--- config.mk ---
export PLATFORM = sky130hd
export DESIGN_NAME = alu_serial_seq
export DESIGN_NICKNAME = d
export VERILOG_FILES = /design/src/rtl/alu_serial_seq_pkg.sv /design/src/rtl/alu_bit_slice.sv /design/src/rtl/alu_serial_seq.sv
export SDC_FILE = /design/constraint.sdc
export NUM_CORES = 1
export LEC_CHECK = 0
export ABC_AREA = 0
export CAP_MARGIN = 40
export CORE_MARGIN = 2
export CORE_UTILIZATION = 40
export DETAILED_ROUTE_END_ITERATION = 6
export SETUP_SLACK_MARGIN = 0.02
export SLEW_MARGIN = 10
export SYNTH_ARGS = -nofsm -noshare
export SYNTH_HDL_FRONTEND = slang
export SYNTH_SLANG_ARGS = --single-unit
--- constraint.sdc ---
create_clock -name clk -period 4.1 [get_ports clk]
set_input_delay 0.82 -clock clk [delete_from_list [all_inputs] [get_ports clk]]
set_output_delay 0.82 -clock clk [all_outputs]
set_load 0.02 [all_outputs]
--- src/rtl/alu_serial_seq_pkg.sv ---
// alu_serial_seq_pkg: opcode constants, FSM encoding and opcode helpers
// shared by the serial ALU and its bit slice.
package alu_serial_seq_pkg;
    localparam logic [3:0] OP_ADD   = 4'h0;
    localparam logic [3:0] OP_SUB   = 4'h1;
    localparam logic [3:0] OP_AND   = 4'h2;
    localparam logic [3:0] OP_OR    = 4'h3;
    localparam logic [3:0] OP_NOR   = 4'h4;
    localparam logic [3:0] OP_XOR   = 4'h5;
    localparam logic [3:0] OP_XNOR  = 4'h6;
    localparam logic [3:0] OP_NAND  = 4'h7;
    localparam logic [3:0] OP_PASSA = 4'h8;
    localparam logic [3:0] OP_PASSB = 4'h9;
    localparam logic [3:0] OP_ZERO  = 4'hA;
    localparam logic [3:0] OP_CMP0  = 4'hB;
    localparam logic [3:0] OP_CMP1  = 4'hC;

    typedef enum logic [1:0] {IDLE, SHIFT, DONE} state_t;

    function automatic logic is_cmp(input logic [3:0] op);
        return op == OP_CMP0 || op == OP_CMP1;
    endfunction

    // Subtraction-like ops feed ~B with a preset carry of 1.
    function automatic logic inverts_b(input logic [3:0] op);
        return op == OP_SUB || is_cmp(op);
    endfunction
endpackage

--- src/rtl/alu_bit_slice.sv ---
// alu_bit_slice: one-bit combinational ALU cell; arithmetic ops emit sum and
// carry, all others emit their logic function with cout=0.
module alu_bit_slice
    import alu_serial_seq_pkg::*;
(
    input  logic [3:0] opcode,
    input  logic       a,
    input  logic       b,
    input  logic       cin,
    output logic       result,
    output logic       cout
);
    logic arith;

    always_comb begin
        arith  = opcode == OP_ADD || opcode == OP_SUB || is_cmp(opcode);
        cout   = arith & ((a & b) | (cin & (a ^ b)));
        result = 1'b0;
        case (opcode)
            OP_ADD, OP_SUB, OP_CMP0, OP_CMP1: result = a ^ b ^ cin;
            OP_AND:   result = a & b;
            OP_OR:    result = a | b;
            OP_NOR:   result = ~(a | b);
            OP_XOR:   result = a ^ b;
            OP_XNOR:  result = ~(a ^ b);
            OP_NAND:  result = ~(a & b);
            OP_PASSA: result = a;
            OP_PASSB: result = b;
            default:  result = 1'b0;
        endcase
    end
endmodule

--- src/rtl/alu_serial_seq.sv ---
// alu_serial_seq: bit-serial ALU, one bit per cycle LSB first through a
// shared bit slice; done pulses once when the registered result is valid.
module alu_serial_seq
    import alu_serial_seq_pkg::*;
#(
    parameter int WIDTH = 8
) (
    input  logic             clk,
    input  logic             rst,
    input  logic             start,
    input  logic [3:0]       opcode,
    input  logic [WIDTH-1:0] a,
    input  logic [WIDTH-1:0] b,
    output logic             busy,
    output logic             done,
    output logic [WIDTH-1:0] result,
    output logic             flag_c,
    output logic             flag_z,
    output logic             flag_n
);
    localparam int CW = $clog2(WIDTH);

    state_t           state, next;
    logic [3:0]       op_q;
    logic [WIDTH-1:0] a_q, b_q;
    logic [CW-1:0]    cnt;
    logic             carry, last, bit_r, bit_c;

    assign last = cnt == CW'(WIDTH - 1);
    assign busy = state != IDLE;
    assign done = state == DONE;

    alu_bit_slice u_slice (
        .opcode(op_q),
        .a     (a_q[cnt]),
        .b     (b_q[cnt] ^ inverts_b(op_q)),
        .cin   (carry),
        .result(bit_r),
        .cout  (bit_c)
    );

    always_ff @(posedge clk or posedge rst) begin
        if (rst) state <= IDLE;
        else     state <= next;
    end

    always_comb begin
        next = state;
        next = (state == IDLE && start) ? SHIFT :
               (state == SHIFT && last) ? DONE  :
               (state == DONE)          ? IDLE  : state;
    end

    // Flags track the slice output so CMP keeps Z/N of the difference
    // while its stored result bits are forced to zero.
    always_ff @(posedge clk or posedge rst) begin
        if (rst) begin
            op_q   <= '0;
            a_q    <= '0;
            b_q    <= '0;
            cnt    <= '0;
            carry  <= 1'b0;
            result <= '0;
            flag_c <= 1'b0;
            flag_z <= 1'b1;
            flag_n <= 1'b0;
        end else if (state == IDLE && start) begin
            op_q  <= opcode;
            a_q   <= a;
            b_q   <= b;
            cnt   <= '0;
            carry <= inverts_b(opcode);
        end else if (state == SHIFT) begin
            result[cnt] <= is_cmp(op_q) ? 1'b0 : bit_r;
            carry       <= bit_c;
            cnt         <= last ? '0 : cnt + 1'b1;
            flag_c      <= bit_c;
            flag_z      <= (cnt == '0 || flag_z) && !bit_r;
            flag_n      <= bit_r;
        end
    end
endmodule

==> impl_results.rst <==
.. list-table::
   :header-rows: 1

   * - Metric
     - Value
   * - Antenna diode instance count
     - 0
   * - Die Y-Extent
     - 73.6 um
   * - Total count of max-transition violations in the final report
     - 0
   * - Type of destination of the critical path
     - flop
   * - Element type at the critical path start
     - flop
   * - Initial Utilization
     - 41.3%
   * - Number of I/O port buffers
     - 35
   * - Path type of the worst min-delay path
     - reg2reg
   * - Post-synthesis instance total
     - 162
   * - Worst path arrival time
     - 3.65 ns
   * - Required @ worst endpoint
     - 4.27 ns
   * - Via count
     - 1397
   * - Logic gate share of total power
     - 53.2%
   * - Mapped Area
     - 0.00194 sq mm
   * - Post-DP HPWL
     - 3.02 mm
   * - Clock transition at the registers of the reported paths
     - 0.07 ns
   * - Max-Cap Viols
     - 0
   * - Final routed wirelength across all metal layers
     - 3.93 mm
   * - Total global routing overflow
     - 0
   * - Share of the cycle needed by the critical path after routing
     - 84.8%
   * - Top FF cell, synth
     - dfrtp_1
   * - Via count of the first global-routing pass
     - 1453
   * - Wire length of the first global-routing pass
     - 6.85 mm
   * - Maximum count of clock buffers along a single path
     - 2
   * - Weighted congestion at the end of routability-driven global placement
     - 0.850
   * - Sequential standard cell area
     - 927 sq um
   * - Fraction of layout cells with a size suffix above 1
     - 23.4%
   * - Drt pass-1 iters
     - 4
   * - Worst Tran Pin Value
     - 0.535 ns
   * - CTS tree
     - done
   * - Post-synthesis sequential element count
     - 37
   * - Power share of the clock group
     - 11.7%
   * - Max VDD drop
     - 0.275 mV
   * - Level count of the clock H-tree
     - 2
   * - Number of buffers inserted by hold repair at cts
     - 0
   * - Root Buffer
     - clkbuf_8
   * - Total power per unit cell area
     - 861 mW/mm^2
   * - Min Clock Period, post-route
     - 3.48 ns
   * - Commonest non-fill, non-tap cell in the layout
     - dfrtp_1
   * - Largest fanout on the critical path
     - 8
   * - Number of fillers in the final layout
     - 418
   * - Avg WL per Cell
     - 15.7 um
   * - Leakage power
     - 0.997 nW
   * - # setup viols final
     - 0
   * - Final-report hold violation count
     - 0
   * - Relative max-transition margin
     - 64.3%
   * - Setup repair after global routing missed its margin
     - no
   * - Mapped Avg Cell Area
     - 11.9 sq um
   * - Overall Global Routing Usage
     - 16.8%
   * - Reported net switching power
     - 0.834 mW
   * - Power Internal
     - 1.24 mW
   * - Post-synthesis to final-layout area growth
     - 24.4%
   * - Worst Hold Margin
     - 0.483 ns
   * - Placeable core region
     - 0.00469 sq mm
   * - Number of enable-type register cells in the synthesized netlist
     - 0
   * - CTS buffer count
     - 5
   * - Number of gates resized after cts
     - 0
   * - Number of primary I/O pins
     - 36
   * - Result of the run
     - completed
   * - Sequential cell fraction of total power
     - 35.1%
   * - # rows
     - 25
   * - Area of the multi-input gates
     - 943 sq um
   * - Fin nets
     - 224
   * - Sequential share of the synthesized area
     - 47.9%
   * - FFs w/ async S/R, synth
     - 100%
   * - Number of distinct standard cells referenced by the synthesized netlist
     - 44
   * - Commonest non-fill, non-tap cells in the layout
     - 36 x dfrtp_1, 35 x clkdlybuf4s50_1, 24 x mux2_2
   * - Number of antenna violations at the first check in global routing
     - 0
   * - Worst-skew pair later-pin latency
     - 0.29 ns
   * - Max frequency
     - 287 MHz
   * - Horizontal die dimension
     - 73.6 um
   * - Start-to-end type of the worst setup path
     - reg2reg
   * - Post-detailed-route via-to-cell ratio
     - 5.57
   * - Violation count after the first detailed-route iteration
     - 91
   * - Net count after synthesis
     - 190
   * - Number of buffers added for setup after CTS
     - 0
   * - Post-detailed-route count of antenna-violating nets
     - 0
   * - Total clock sinks
     - 37
   * - Final TNS setup
     - 0 ns
   * - Largest net degree at the start of global routing
     - 38
   * - Area of the die
     - 0.00541 sq mm
   * - Count of yosys warnings during synthesis
     - 0
   * - DRC violation count after routing
     - 0
   * - Worst clock skew on the final layout
     - 0.00990 ns
   * - Fraction of power spent switching nets
     - 40.2%
-- stage by stage --
stage               setup slack, ns  power (mW)  std cells  cell area (sq um)  util [%]
floorplan                     0.914        1.55        162               1940         -
global placement              0.755        1.79        243               2330      49.6
detailed placement            0.635        1.85        243               2330      49.6
CTS                           0.617        2.10        251               2410      51.3
global route                  0.323        2.25        251               2410      51.3
finish                        0.621        2.07        251               2410      51.3
-- state kept, by name, indices dropped and copies added, names as in the netlist --
register / cells
flag_z: 1
state: 2
cnt: 3
carry: 1
flag_c: 1
result: 8
flag_n: 1
op_q: 4
b_q: 8
a_q: 8
-- cell usage after synthesis (all sizes together) (2+ instances only) --
library cell | count | share of area [%]
nor3b | 4 | 1.6
nand3 | 6 | 1.6
dfrtp | 36 | 47
mux2 | 25 | 15
nor3 | 3 | 0.78
nand2b | 3 | 0.97
buf | 3 | 1.1
nand2 | 12 | 2.3
a21o | 4 | 1.6
clkbuf | 7 | 1.4
or3 | 2 | 0.65
nand3b | 2 | 0.78
nor4bb | 2 | 1.0
mux4 | 4 | 4.7
o31ai | 6 | 2.3
ha | 5 | 3.2
nor2 | 7 | 1.5
inv | 6 | 1.2
o21a | 2 | 0.78
o21ai | 2 | 0.52
nor2b | 2 | 0.65
-- kinds of logic after synthesis --
kind of cell    Yosys count  share of synthesized area [%]
compound gates           24                           9.18
xor+xnor                  1                          0.453
fa+ha+maj                 5                           3.23
buf+inv                  16                           3.62
flops                    37                           47.9
mux                      30                           20.4
simple gates             49                           15.3
-- layer usage --
layer | vias up | global-route usage (%) | wire length (um)
met3 | 5 | 4.66 | 193
met1 | 700 | 20.8 | 1610
met2 | 37 | 27.3 | 2080
li1 | 655 | - | -
met4 | 0 | 7.47 | 46
met5 | - | 0 | 0
-- power by group through the flow --
stage                     Sequential (mW)  Clock, mW  Combinational, mW
after floorplan                     0.669          0              0.884
after global placement              0.725          0               1.07
after detailed placement            0.739          0               1.11
after CTS                           0.732      0.252               1.12
after global routing                0.763      0.267               1.22
final                               0.729      0.242               1.10
-- path summary, 6_finish.rpt --
kind                            slack [ns]  cells past startpoint               start               endpoint
worst max register to register        0.62                     11  cnt[0]$_DFFE_PP0P_  result[1]$_DFFE_PP0P_
worst max-delay path                  0.62                     11  cnt[0]$_DFFE_PP0P_  result[1]$_DFFE_PP0P_
min in group asynchronous             0.94                      3                 rst     flag_n$_DFFE_PP0P_
max in group asynchronous             2.82                      3                 rst     flag_z$_DFFE_PP1P_
worst min register to register        0.48                      2  flag_c$_DFFE_PP0P_     flag_c$_DFFE_PP0P_
worst min-delay path                  0.48                      2  flag_c$_DFFE_PP0P_     flag_c$_DFFE_PP0P_
-- worst max-delay path, cell delays in order (launching register included) --
cell and delay [ns]:
dfrtp_1 0.55, mux4_2 0.59, mux2i_4 0.22, a21o_1 0.13
nand2_1 0.06, ha_1 0.31, mux2_1 0.31, a311oi_1 0.26
o2bb2ai_1 0.14, nor4b_4 0.41, nor2_2 0.11, mux2_2 0.28
-- layout make-up --
cell class                 instances  area share, %
timing repair buffer              37           15.2
tap                               54           2.81
clock buffer                       6           3.01
sequential                        37           38.5
clock inverter                     2          0.416
multi-input combinational        109           39.2
inverter                           6          0.935
Power figures use the tool's default switching activity.
